--- src/rtl/button_conditioner.sv ---
// rtl/button_conditioner.sv - push-button front end: sync, debounce, press/release strobes, hold-to-repeat
module button_conditioner #(
  parameter int NUM_BTN         = 4,
  parameter int DEBOUNCE_CYCLES = 200000,
  parameter int HOLD_CYCLES     = 24000000,
  parameter int REPEAT_CYCLES   = 8000000,
  parameter int REPEAT_EN       = 1
) (
  input  logic               CLOCK,
  input  logic               RESETn,
  input  logic [NUM_BTN-1:0] PB,
  output logic [NUM_BTN-1:0] btn_level,
  output logic [NUM_BTN-1:0] btn_press,
  output logic [NUM_BTN-1:0] btn_release,
  output logic [NUM_BTN-1:0] btn_repeat
);

  localparam int DW   = $clog2(DEBOUNCE_CYCLES) + 1;
  localparam int HMAX = (HOLD_CYCLES > REPEAT_CYCLES) ? HOLD_CYCLES : REPEAT_CYCLES;
  localparam int HW   = $clog2(HMAX) + 1;

  localparam logic [DW-1:0] DB_LAST   = DW'(DEBOUNCE_CYCLES - 1);
  localparam logic [HW-1:0] HOLD_LAST = HW'(HOLD_CYCLES - 1);
  localparam logic [HW-1:0] REP_LAST  = HW'(REPEAT_CYCLES - 1);

  typedef enum logic [1:0] {
    ST_RELEASED,
    ST_PRESSED,
    ST_REPEATING
  } state_t;

  // Raw pins idle high, so the synchroniser resets to the released level.
  logic [NUM_BTN-1:0] sync1, sync2;

  always_ff @(posedge CLOCK or negedge RESETn) begin
    if (!RESETn) begin
      sync1 <= '1;
      sync2 <= '1;
    end else begin
      sync1 <= PB;
      sync2 <= sync1;
    end
  end

  genvar i;
  generate
    for (i = 0; i < NUM_BTN; i++) begin : g_ch
      logic          s;
      logic          db_q;
      logic [DW-1:0] db_cnt;
      logic [HW-1:0] hold_cnt;
      state_t        state;
      logic          level_q, press_q, release_q, repeat_q;

      assign s = ~sync2[i];

      always_ff @(posedge CLOCK or negedge RESETn) begin
        if (!RESETn) begin
          db_q   <= 1'b0;
          db_cnt <= '0;
        end else if (s == db_q) begin
          db_cnt <= '0;
        end else if (db_cnt == DB_LAST) begin
          db_q   <= ~db_q;
          db_cnt <= '0;
        end else begin
          db_cnt <= db_cnt + 1'b1;
        end
      end

      // Release is tested first so it wins over a coincident repeat boundary.
      always_ff @(posedge CLOCK or negedge RESETn) begin
        if (!RESETn) begin
          state     <= ST_RELEASED;
          hold_cnt  <= '0;
          level_q   <= 1'b0;
          press_q   <= 1'b0;
          release_q <= 1'b0;
          repeat_q  <= 1'b0;
        end else begin
          press_q   <= 1'b0;
          release_q <= 1'b0;
          repeat_q  <= 1'b0;
          case (state)
            ST_RELEASED: begin
              hold_cnt <= '0;
              if (db_q) begin
                state   <= ST_PRESSED;
                level_q <= 1'b1;
                press_q <= 1'b1;
              end
            end
            ST_PRESSED: begin
              if (!db_q) begin
                state     <= ST_RELEASED;
                level_q   <= 1'b0;
                release_q <= 1'b1;
                hold_cnt  <= '0;
              end else if (REPEAT_EN != 0) begin
                if (hold_cnt == HOLD_LAST) begin
                  state    <= ST_REPEATING;
                  repeat_q <= 1'b1;
                  hold_cnt <= '0;
                end else begin
                  hold_cnt <= hold_cnt + 1'b1;
                end
              end
            end
            ST_REPEATING: begin
              if (!db_q) begin
                state     <= ST_RELEASED;
                level_q   <= 1'b0;
                release_q <= 1'b1;
                hold_cnt  <= '0;
              end else if (hold_cnt == REP_LAST) begin
                repeat_q <= 1'b1;
                hold_cnt <= '0;
              end else begin
                hold_cnt <= hold_cnt + 1'b1;
              end
            end
            default: begin
              state    <= ST_RELEASED;
              level_q  <= 1'b0;
              hold_cnt <= '0;
            end
          endcase
        end
      end

      assign btn_level[i]   = level_q;
      assign btn_press[i]   = press_q;
      assign btn_release[i] = release_q;
      assign btn_repeat[i]  = repeat_q;
    end
  endgenerate

endmodule

--- config.mk ---
export PLATFORM = sky130hd
export DESIGN_NAME = button_conditioner
export DESIGN_NICKNAME = d
export VERILOG_FILES = /design/src/rtl/button_conditioner.sv
export SDC_FILE = /design/constraint.sdc
export NUM_CORES = 1
export LEC_CHECK = 0
export BUFFER_PORTS_ARGS = -buffer_cell sky130_fd_sc_hd__buf_2
export CAP_MARGIN = 20
export CORE_MARGIN = 2
export CORE_UTILIZATION = 63
export CTS_CLUSTER_DIAMETER = 60
export DETAILED_ROUTE_END_ITERATION = 7
export GPL_TIMING_DRIVEN = 0
export HOLD_SLACK_MARGIN = 0.08
export PLACE_DENSITY = 0.82
export SETUP_SLACK_MARGIN = 0.1
export SYNTH_ARGS = -nofsm -noshare
export SYNTH_HDL_FRONTEND = slang
export SYNTH_SLANG_ARGS = --single-unit
--- constraint.sdc ---
create_clock -name CLOCK -period 2.2 [get_ports CLOCK]
set_input_delay 0 -clock CLOCK [delete_from_list [all_inputs] [get_ports CLOCK]]
set_output_delay 0 -clock CLOCK [all_outputs]
set_load 0.02 [all_outputs]
==> results of run 1 <==
## metrics by stage
stage,setup WS [ns],util [%]
2_1_floorplan,0.234,-
5_1_grt,0.0554,74.0
6_report,0.152,74.0
3_5_place_dp,-0.127,66.7
3_3_place_gp,-2.42,66.5
4_1_cts,0.105,72.8
## power breakdown
group          total (W)  switching (W)  leakage, nW  internal (W)
Combinational   0.000160       0.000117         1.88     0.0000432
Sequential       0.00403      0.0000221         2.97       0.00400
Clock            0.00402        0.00154        0.385       0.00248
## path summary, 6_finish.rpt
| path | start | endpoint | depth (start not counted) |
|---|---|---|---|
| worst max-delay path | g_ch[1].hold_cnt[5] | g_ch[1].hold_cnt[25] | 7 |
| worst min-delay path | PB[3] | sync1[3] | 2 |
| worst max register to register | g_ch[1].hold_cnt[5] | g_ch[1].hold_cnt[25] | 7 |
| worst min register to register | sync1[0] | sync2[0] | 0 |
| max in group asynchronous | RESETn | sync1[2] | 3 |
| min in group asynchronous | RESETn | g_ch[1].db_cnt[0] | 2 |
## cells by family (layout without fill, tap and decap cells)
family / count (synthesis) / count (layout) / share of synthesized area (%)
AOI/OAI and AO/OA: 42 / 42 / 2.92
xor gates and xnor gates: 168 / 168 / 13.9
adders and majority gates: 21 / 21 / 2.48
buffers and inverters: 68 / 159 / 3.47
DFF: 216 / 216 / 51.1
muxes: 7 / 7 / 0.685
and+or+nand+nor: 549 / 549 / 25.5
## routing by layer
metal  track usage [%]  vias up  part of all wire [%]
li1                  -     3777                     -
met1              31.6     3885                    45
met2              39.4      146                    49
met3              3.12       45                   3.4
met4              7.51        0                   2.3
met5                 0        -                     0
## final cells by class
cell class / count / area, µm²
Fill cell: 1136 / 4300
Inverter: 31 / 116
Buffer: 36 / 273
Sequential cell: 216 / 5420
Clock inverter: 9 / 153
Tap cell: 220 / 275
Timing Repair Buffer: 50 / 365
Clock buffer: 33 / 633
Multi-Input combinational cell: 787 / 4990
## Yosys cell counts (all sizes together) (3+ instances only)
cell type / count
a21o: 3
a21oi: 4
a31oi: 3
and2: 10
and3: 37
and4: 11
buf: 29
clkbuf: 8
dfrtp: 208
dfstp: 8
ha: 21
inv: 31
mux2i: 5
nand2: 83
nand3: 66
nand4: 60
nand4b: 4
nor2: 208
nor2b: 7
nor3: 29
nor4: 9
nor4b: 7
nor4bb: 3
o21ai: 11
o31ai: 3
o41ai: 3
or3: 4
xnor2: 54
xor2: 114
## timing repair
action / in CTS / in global routing
pin swaps: 2 / 11
resized for setup: 24 / 21
endpoints found under the hold margin: 123 / 0
hold buffers: 5 / 0
setup endpoints to repair: 104 / 117
cloned: 1 / 1
setup buffers: 8 / 13
==> flow_summary.ini, run 1 <==
[outcome]
outcome = finished clean

[floorplanning]
die_h_um = 134
start_util_pct = 64.2
io_pins = 22
row_count = 47
dieArea_um2 = 17900
core_um2 = 16500
die_w_um = 134

[synthesis]
yosysTopAreaCell = dfrtp_1
synth_cell_type_count = 57
synthesis.nets = 1098
seq_area_frac_synth_pct = 51.1
synth-seq-cells = 216
syn_area_per_cell_um2 = 9.90
synth_ff_type = dfrtp_1
yosys_warnings = 0
synth_area_um2 = 10600
async_flop_share_pct = 100
synth-edff-count = 0
syn_inst = 1071
yosys-top-cells-area = dfrtp_1 (49%), xor2_1 (9.4%), nor2_1 (7.4%), xnor2_1 (4.5%), nand4_1 (3.5%)
yosys.area.top_type_share_pct = 49.1

[worst_setup_path]
criticalPathCategory = flop to flop
cp_max_fo = 10
required_ns = 2.58
critPathCaptureType = flop
arrival_ns = 2.43
critPathBufInv = 2
crit_path_max_incr_delay_ns = 0.46
crit_chain = nand4_1 -> or3_4 -> o31ai_2 -> a21o_1 -> buf_6 -> buf_6 -> nor2_1
crit_top_cell = buf_6
critical_path.startpoint_type = flop
critPathTopFamily = simple AND/OR/NAND/NOR gates
r2r_slack_ns = 0.15
crit_path_top_delay_cell = or3_4

[power]
power_density_nw_per_um2 = 671
ir_drop_mv = 0.570
total_leakage_power_nw = 5.24
total_power_w = 0.00821

[route]
remaining_drc_errors = 0
drtIter0Drc = 415
dr.pass1.iters = 7
viasPerCell = 5.68
wire_per_inst_um = 14.7
wirelength_um = 20300
ant_nets = 0
vias = 7853

[layout]
layout.nets = 1172
design_area_um2 = 12200
top_register = g_ch.hold_cnt
diodes = 0
final_common_cell = nor2_1
reg.largest.list = g_ch.hold_cnt x104, g_ch.db_cnt x76, g_ch.state x8
largest_reg_flops = 104
area_delta_synth_final_pct = 15.3
drive_gt1_share_pct = 13.2
final_cell_mix = nor2_1 (207), dfrtp_1 (204), xor2_1 (114)
instances_no_fill = 1382

[global_routing]
track_usage_pct = 23.3
grt_remaining_overflow = 0
grt_antenna_before_repair = 0
grt_max_degree = 121
grt_pass1_vias = 7747
grt_first_pass_wirelength_um = 35100

[timing]
min_period_over_period_pct = 93.1
setup_violations = 0
final.min_clock_period_ns = 2.05
rsz0062_at_grt = yes
fin_hold_ws_ns = 0.141
max_freq_mhz = 488
setup_tns_ns = 0
skew_ns = 0.0233
tightest_slew_ns = 0.868
timing.final.max_slew_violations = 0
maxSlewHeadroom_pct = 42.2
report.final.hold_viol_count = 0

[clock_tree]
cts_tree = built
cts-root-buf = clkbuf_16
clk-insertion-delay-late_ns = 0.51
numCtsBuffers = 23
clock_path_buffers = 3
cts_sinks = 216
h-tree-depth = 1
clk_pin_slew_ns = 0.06

[place]
dpl-instance-area_um2 = 11000
routabilityCongestion = 0.808
dp_hpwl_um = 12700
port_buffers = 21
dp_cells = 1313

[worst_hold_path]
min_path_type = input port to flop

[job]
maxCapViolCount = 0
Power figures use the tool's default switching activity.
==> inputs of run 2 (changes only) <==
--- a/config.mk
+++ b/config.mk
@@ -7,6 +7,7 @@
 export LEC_CHECK = 0
 export BUFFER_PORTS_ARGS = -buffer_cell sky130_fd_sc_hd__buf_2
 export CAP_MARGIN = 20
+export CORE_ASPECT_RATIO = 0.6
 export CORE_MARGIN = 2
 export CORE_UTILIZATION = 63
 export CTS_CLUSTER_DIAMETER = 60
==> constraint.sdc (replaced) <==
create_clock -name CLOCK -period 2.2 [get_ports CLOCK]
set_input_delay 0 -clock CLOCK [delete_from_list [all_inputs] [get_ports CLOCK]]
set_output_delay 0 -clock CLOCK [all_outputs]
set_load 0.01 [all_outputs]
==> run 2 against run 1 <==
Critical path depth increased by 1. Sequential power about the same. Non-clock buffer count decreased by 3. Routed wire length increased by 3.9%. Sequential share of layout area increased by 0.44 points. Worst hold slack got worse by 0.014 ns. Flip-flop and latch count unchanged. Via count decreased by 0.48%. Final cell count unchanged. Cell area decreased by 0.96%. Power decreased by 5.7%. Clock skew decreased by 0.0083 ns.
==> flow_summary.ini, run 2 (same netlist as run 1, synthesis figures left out) <==
[clock_tree]
clock_path_buffers = 3
cts-root-buf = clkbuf_16
cts_sinks = 216
numCtsBuffers = 21
clk-insertion-delay-late_ns = 0.49
cts_tree = built
clk_pin_slew_ns = 0.06
h-tree-depth = 1

[layout]
top_register = g_ch.hold_cnt
diodes = 0
final_common_cell = nor2_1
reg.largest.list = g_ch.hold_cnt x104, g_ch.db_cnt x76, g_ch.state x8
drive_gt1_share_pct = 13.0
area_delta_synth_final_pct = 14.2
largest_reg_flops = 104
final_cell_mix = nor2_1 (206), dfrtp_1 (203), xor2_1 (114)
layout.nets = 1167
design_area_um2 = 12100

[timing]
setup_violations = 0
max_freq_mhz = 497
skew_ns = 0.0150
rsz0062_at_grt = yes
timing.final.max_slew_violations = 0
final.min_clock_period_ns = 2.01
tightest_slew_ns = 0.799
report.final.hold_viol_count = 0
maxSlewHeadroom_pct = 46.7
min_period_over_period_pct = 91.4

[place]
dpl-instance-area_um2 = 11000
routabilityCongestion = 0.848
port_buffers = 21
dp_hpwl_um = 13400

[route]
vias = 7815
remaining_drc_errors = 0
dr.pass1.iters = 5
ant_nets = 0
wire_per_inst_um = 15.2
viasPerCell = 5.65
drtIter0Drc = 596
wirelength_um = 21100

[worst_hold_path]
min_path_type = input port to asynchronous set/reset pin

[floorplanning]
row_count = 36
dieArea_um2 = 17900
start_util_pct = 64.8
core_um2 = 16400
die_h_um = 104
die_w_um = 171
io_pins = 22

[worst_setup_path]
crit_path_top_delay_cell = or3_4
critPathCaptureType = flop
crit_path_max_incr_delay_ns = 0.40
crit_chain = ha_2 -> nand3_2 -> or3_4 -> o31ai_1 -> a21o_1 -> buf_4 -> buf_6 -> nor2_1
required_ns = 2.58
r2r_slack_ns = 0.19
criticalPathCategory = flop to flop
worst_r2r_path_depth = 8
crit_path_start = g_ch[1].hold_cnt[0]
reg2reg_from = g_ch[1].hold_cnt[0]
cp_max_fo = 10
critical_path.startpoint_type = flop
crit_end = g_ch[1].hold_cnt[25]
reg2reg_to = g_ch[1].hold_cnt[25]
arrival_ns = 2.39

[global_routing]
grt_max_degree = 112
grt_pass1_vias = 7550
grt_antenna_before_repair = 0
track_usage_pct = 24.0
grt_remaining_overflow = 0
grt_first_pass_wirelength_um = 35800

[power]
power_density_nw_per_um2 = 640
ir_drop_mv = 0.586
total_leakage_power_nw = 5.20
total_power_w = 0.00774

[job]
maxCapViolCount = 0

[outcome]
outcome = finished clean
run 2: cell count changes in the layout (fill, tap and decap cells not counted), moves of 2 or more:
cell	previous run	this run
bufinv_16	4	2
ha_2	0	2
clkbuf_2	4	2
inv_6	2	0
buf_6	6	4
nor3_4	1	3
clkbuf_4	0	2
clkbuf_16	23	21
run 2: repair_timing:
item | CTS | global route
buffers inserted | 10 | 10
resized for setup | 18 | 34
gates cloned | 1 | 0
hold buffers | 5 | 0
setup endpoints to repair | 115 | 133
hold endpoints to repair | 109 | 0
pin swaps | 4 | 12
run 2: worst min-delay path by stage:
stage | from | end | slack, ns
after detailed placement | RESETn | g_ch[2].db_cnt[12] | 0.11
after global placement | PB[0] | sync1[0] | 0.11
after CTS | PB[0] | sync1[0] | 0.13
after global routing | PB[0] | sync1[0] | 0.15
after floorplan | RESETn | g_ch[0].db_cnt[0] | -0.30
final | RESETn | g_ch[2].db_cnt[9] | 0.13
run 2: layer usage:
metal  wire length, µm  vias to the layer above  global-route usage (%)
met5                 0                        -                       0
met4               456                        0                    6.05
met3               966                       37                    3.42
met2              9380                      222                    35.9
met1             10300                     3770                    36.9
li1                  -                     3786                       -
run 2: layout make-up:
| cell class | instances | area, µm² |
|---|---|---|
| plain buffers | 35 | 273 |
| clock buffers | 30 | 579 |
| clock inverters | 7 | 87.6 |
| fillers | 1129 | 4250 |
| inverters | 31 | 116 |
| multi-input cells | 787 | 4990 |
| flip-flops and latches | 216 | 5420 |
| well taps | 228 | 285 |
| repair buffers | 48 | 350 |
run 2: worst max-delay path, delay by kind of cell, from the launching register on:
family	cells	cell delay [ns]
AND/OR/NAND/NOR	3	0.60
buffers and inverters	2	0.33
flip-flops	1	0.37
adder cells (fa/ha/maj)	1	0.21
AO/OA/AOI/OAI	2	0.38
run 2: report_power, final:
group	internal [W]	leakage (nW)	switching, W
Combinational	0.0000399	1.90	0.000116
Sequential	0.00400	2.97	0.0000236
Clock	0.00207	0.325	0.00149
Total	0.00611	5.20	0.00163
run 2: stage by stage:
step	cells	hold WS (ns)	util (%)	worst slack, ns	setup TNS (ns)
2_1_floorplan	1071	-0.296	-	0.234	0
3_3_place_gp	1320	0.106	67.2	-2.51	-530.57
3_5_place_dp	1321	0.106	67.5	-0.185	-5.29
4_1_cts	1372	0.130	72.8	0.0965	0
5_1_grt	1382	0.153	74.0	0.0565	0
6_report	1382	0.127	74.0	0.189	0
==> inputs of run 3 (changes only) <==
--- a/config.mk
+++ b/config.mk
@@ -7,14 +7,16 @@
 export LEC_CHECK = 0
 export BUFFER_PORTS_ARGS = -buffer_cell sky130_fd_sc_hd__buf_2
 export CAP_MARGIN = 20
+export CELL_PAD_IN_SITES_DETAIL_PLACEMENT = 0
+export CELL_PAD_IN_SITES_GLOBAL_PLACEMENT = 1
 export CORE_ASPECT_RATIO = 0.6
 export CORE_MARGIN = 2
-export CORE_UTILIZATION = 63
+export CORE_UTILIZATION = 50
 export CTS_CLUSTER_DIAMETER = 60
 export DETAILED_ROUTE_END_ITERATION = 7
 export GPL_TIMING_DRIVEN = 0
 export HOLD_SLACK_MARGIN = 0.08
-export PLACE_DENSITY = 0.82
+export PLACE_DENSITY_LB_ADDON = 0.15
 export SETUP_SLACK_MARGIN = 0.1
 export SYNTH_ARGS = -nofsm -noshare
 export SYNTH_HDL_FRONTEND = slang
==> run 3 against run 2 <==
Worst hold slack got worse by 0.0095 ns. Final cell count rose by 4.4%. Sequential share of layout area fell by 0.98 points. Power rose by 4.0%. Cell area rose by 2.2%. Global-route usage fell by 5.2 points. Critical path depth fell by 1. Setup slack got worse by 0.023 ns.
==> flow_summary.ini, run 3 (same netlist as run 1, synthesis figures left out) <==
[outcome]
outcome = finished clean

[route]
dr.pass1.iters = 7
vias = 7514
viasPerCell = 5.21
remaining_drc_errors = 0
wirelength_um = 20300
wire_per_inst_um = 14.1
drtIter0Drc = 477
ant_nets = 0

[place]
dpl-instance-area_um2 = 11100
routabilityCongestion = 0.775
place_ws_ns = -0.268
dp_hpwl_um = 13400
dp_cells = 1373
port_buffers = 21

[global_routing]
grt_antenna_before_repair = 0
grt_remaining_overflow = 0
track_usage_pct = 18.8
grt_max_degree = 123
grt_pass1_vias = 6840
grt_first_pass_wirelength_um = 34700

[floorplanning]
row_count = 41
dieArea_um2 = 22400
io_pins = 22
start_util_pct = 50.7
die_h_um = 117
core_um2 = 20900
die_w_um = 192

[timing]
report.final.hold_viol_count = 0
skew_ns = 0.0124
min_period_over_period_pct = 92.4
fin_ws_ns = 0.166
maxSlewHeadroom_pct = 52.1
setup_tns_ns = 0
final.min_clock_period_ns = 2.03
rsz0062_at_grt = yes
tightest_slew_ns = 0.713
max_freq_mhz = 492
timing.final.max_slew_violations = 0
setup_violations = 0

[worst_setup_path]
criticalPathCategory = flop to flop
crit_path_max_incr_delay_ns = 0.44
critPathBufInv = 2
arrival_ns = 2.43
critical_path.startpoint_type = flop
critPathCaptureType = flop
required_ns = 2.60
crit_chain = nor4b_4 -> nand4_1 -> o41ai_4 -> a21o_1 -> buf_6 -> clkbuf_16 -> nor2_1
cp_max_fo = 5
critPathTopFamily = simple AND/OR/NAND/NOR gates
crit_path_top_delay_cell = dfrtp_1

[layout]
layout.nets = 1174
design_area_um2 = 12400
top_register = g_ch.hold_cnt
final_cell_mix = nor2_1 (207), dfrtp_1 (205), xor2_1 (114)
diodes = 0
final_common_cell = nor2_1
largest_reg_flops = 104
fillers = 1813
area.sequential_um2 = 5420
drive_gt1_share_pct = 13.9
instances_no_fill = 1443
multiInputGateArea_um2 = 5030
reg.largest.list = g_ch.hold_cnt x104, g_ch.db_cnt x76, g_ch.state x8
area_delta_synth_final_pct = 16.7

[clock_tree]
clk-insertion-delay-late_ns = 0.51
cts_tree = built
clk_pin_slew_ns = 0.06
clock_path_buffers = 3
cts-root-buf = clkbuf_16
numCtsBuffers = 23
h-tree-depth = 1
cts_sinks = 216

[power]
clkPwrFrac_pct = 48.0
netSwitchingFraction_pct = 21.3
ir_drop_mv = 0.661
total_leakage_power_nw = 5.29
total_power_w = 0.00805
intPower_w = 0.00634
power_frac_comb_pct = 2.0
power_density_nw_per_um2 = 651
p_switching_w = 0.00172
seqPwrFrac_pct = 50.0

[job]
maxCapViolCount = 0

[worst_hold_path]
min_path_type = input port to asynchronous set/reset pin
run 3: final timing paths:
| path | startpoint | end | slack, ns | cells past startpoint |
|---|---|---|---|---|
| setup / recovery | g_ch[3].hold_cnt[11] | g_ch[3].hold_cnt[20] | 0.17 | 7 |
| hold / removal | RESETn | g_ch[2].db_cnt[10] | 0.12 | 2 |
| setup reg to reg | g_ch[3].hold_cnt[11] | g_ch[3].hold_cnt[20] | 0.17 | 7 |
| hold reg to reg | sync1[0] | sync2[0] | 0.36 | 0 |
| max in group asynchronous | RESETn | g_ch[3].hold_cnt[2] | 1.05 | 3 |
| min in group CLOCK | PB[1] | sync1[1] | 0.13 | 2 |
run 3: timing repair:
| item | in CTS | in global routing |
|---|---|---|
| gates cloned | 1 | 3 |
| gates resized for setup | 21 | 39 |
| endpoints found under the setup margin | 106 | 131 |
| hold endpoints to repair | 98 | 0 |
| hold buffers | 5 | 0 |
| pin swaps | 4 | 14 |
| buffers inserted | 7 | 12 |
run 3: cell type report:
cell class                 instances  share of cell area, %
timing repair buffer              51                   3.29
tap                              279                   2.82
multi-input combinational        787                   40.6
inverter                          31                  0.941
clock inverter                     7                  0.607
clock buffer                      35                   5.58
sequential                       216                   43.8
buffer                            37                   2.33
run 3: power groups by stage:
stage          clock network [W]  logic (W)  registers (W)
3_3_place_gp                   0   0.000149        0.00410
6_report                 0.00387   0.000158        0.00403
2_1_floorplan                  0  0.0000496        0.00409
3_5_place_dp                   0   0.000157        0.00410
5_1_grt                  0.00416   0.000189        0.00403
4_1_cts                  0.00399   0.000166        0.00403
run 3: worst register-to-register path: stages, from the launching register on:
cell and delay [ns]:
dfrtp_1 0.44, nor4b_4 0.30, nand4_1 0.26, o41ai_4 0.38
a21o_1 0.20, buf_6 0.15, clkbuf_16 0.15, nor2_1 0.04
run 3: through the flow:
step,util [%],hold WS [ns]
after global placement,52.8,0.104
after CTS,57.6,0.111
after floorplan,-,-0.296
after global routing,59.1,0.139
final,59.1,0.118
after detailed placement,53.0,0.0817
run 3: per-layer routing:
metal	global-route usage [%]	up-vias	wire, µm
met1	31.5	3589	11500
met3	3.37	28	748
met2	24.9	114	7790
met4	3.82	0	308
met5	0	-	0
li1	-	3783	-
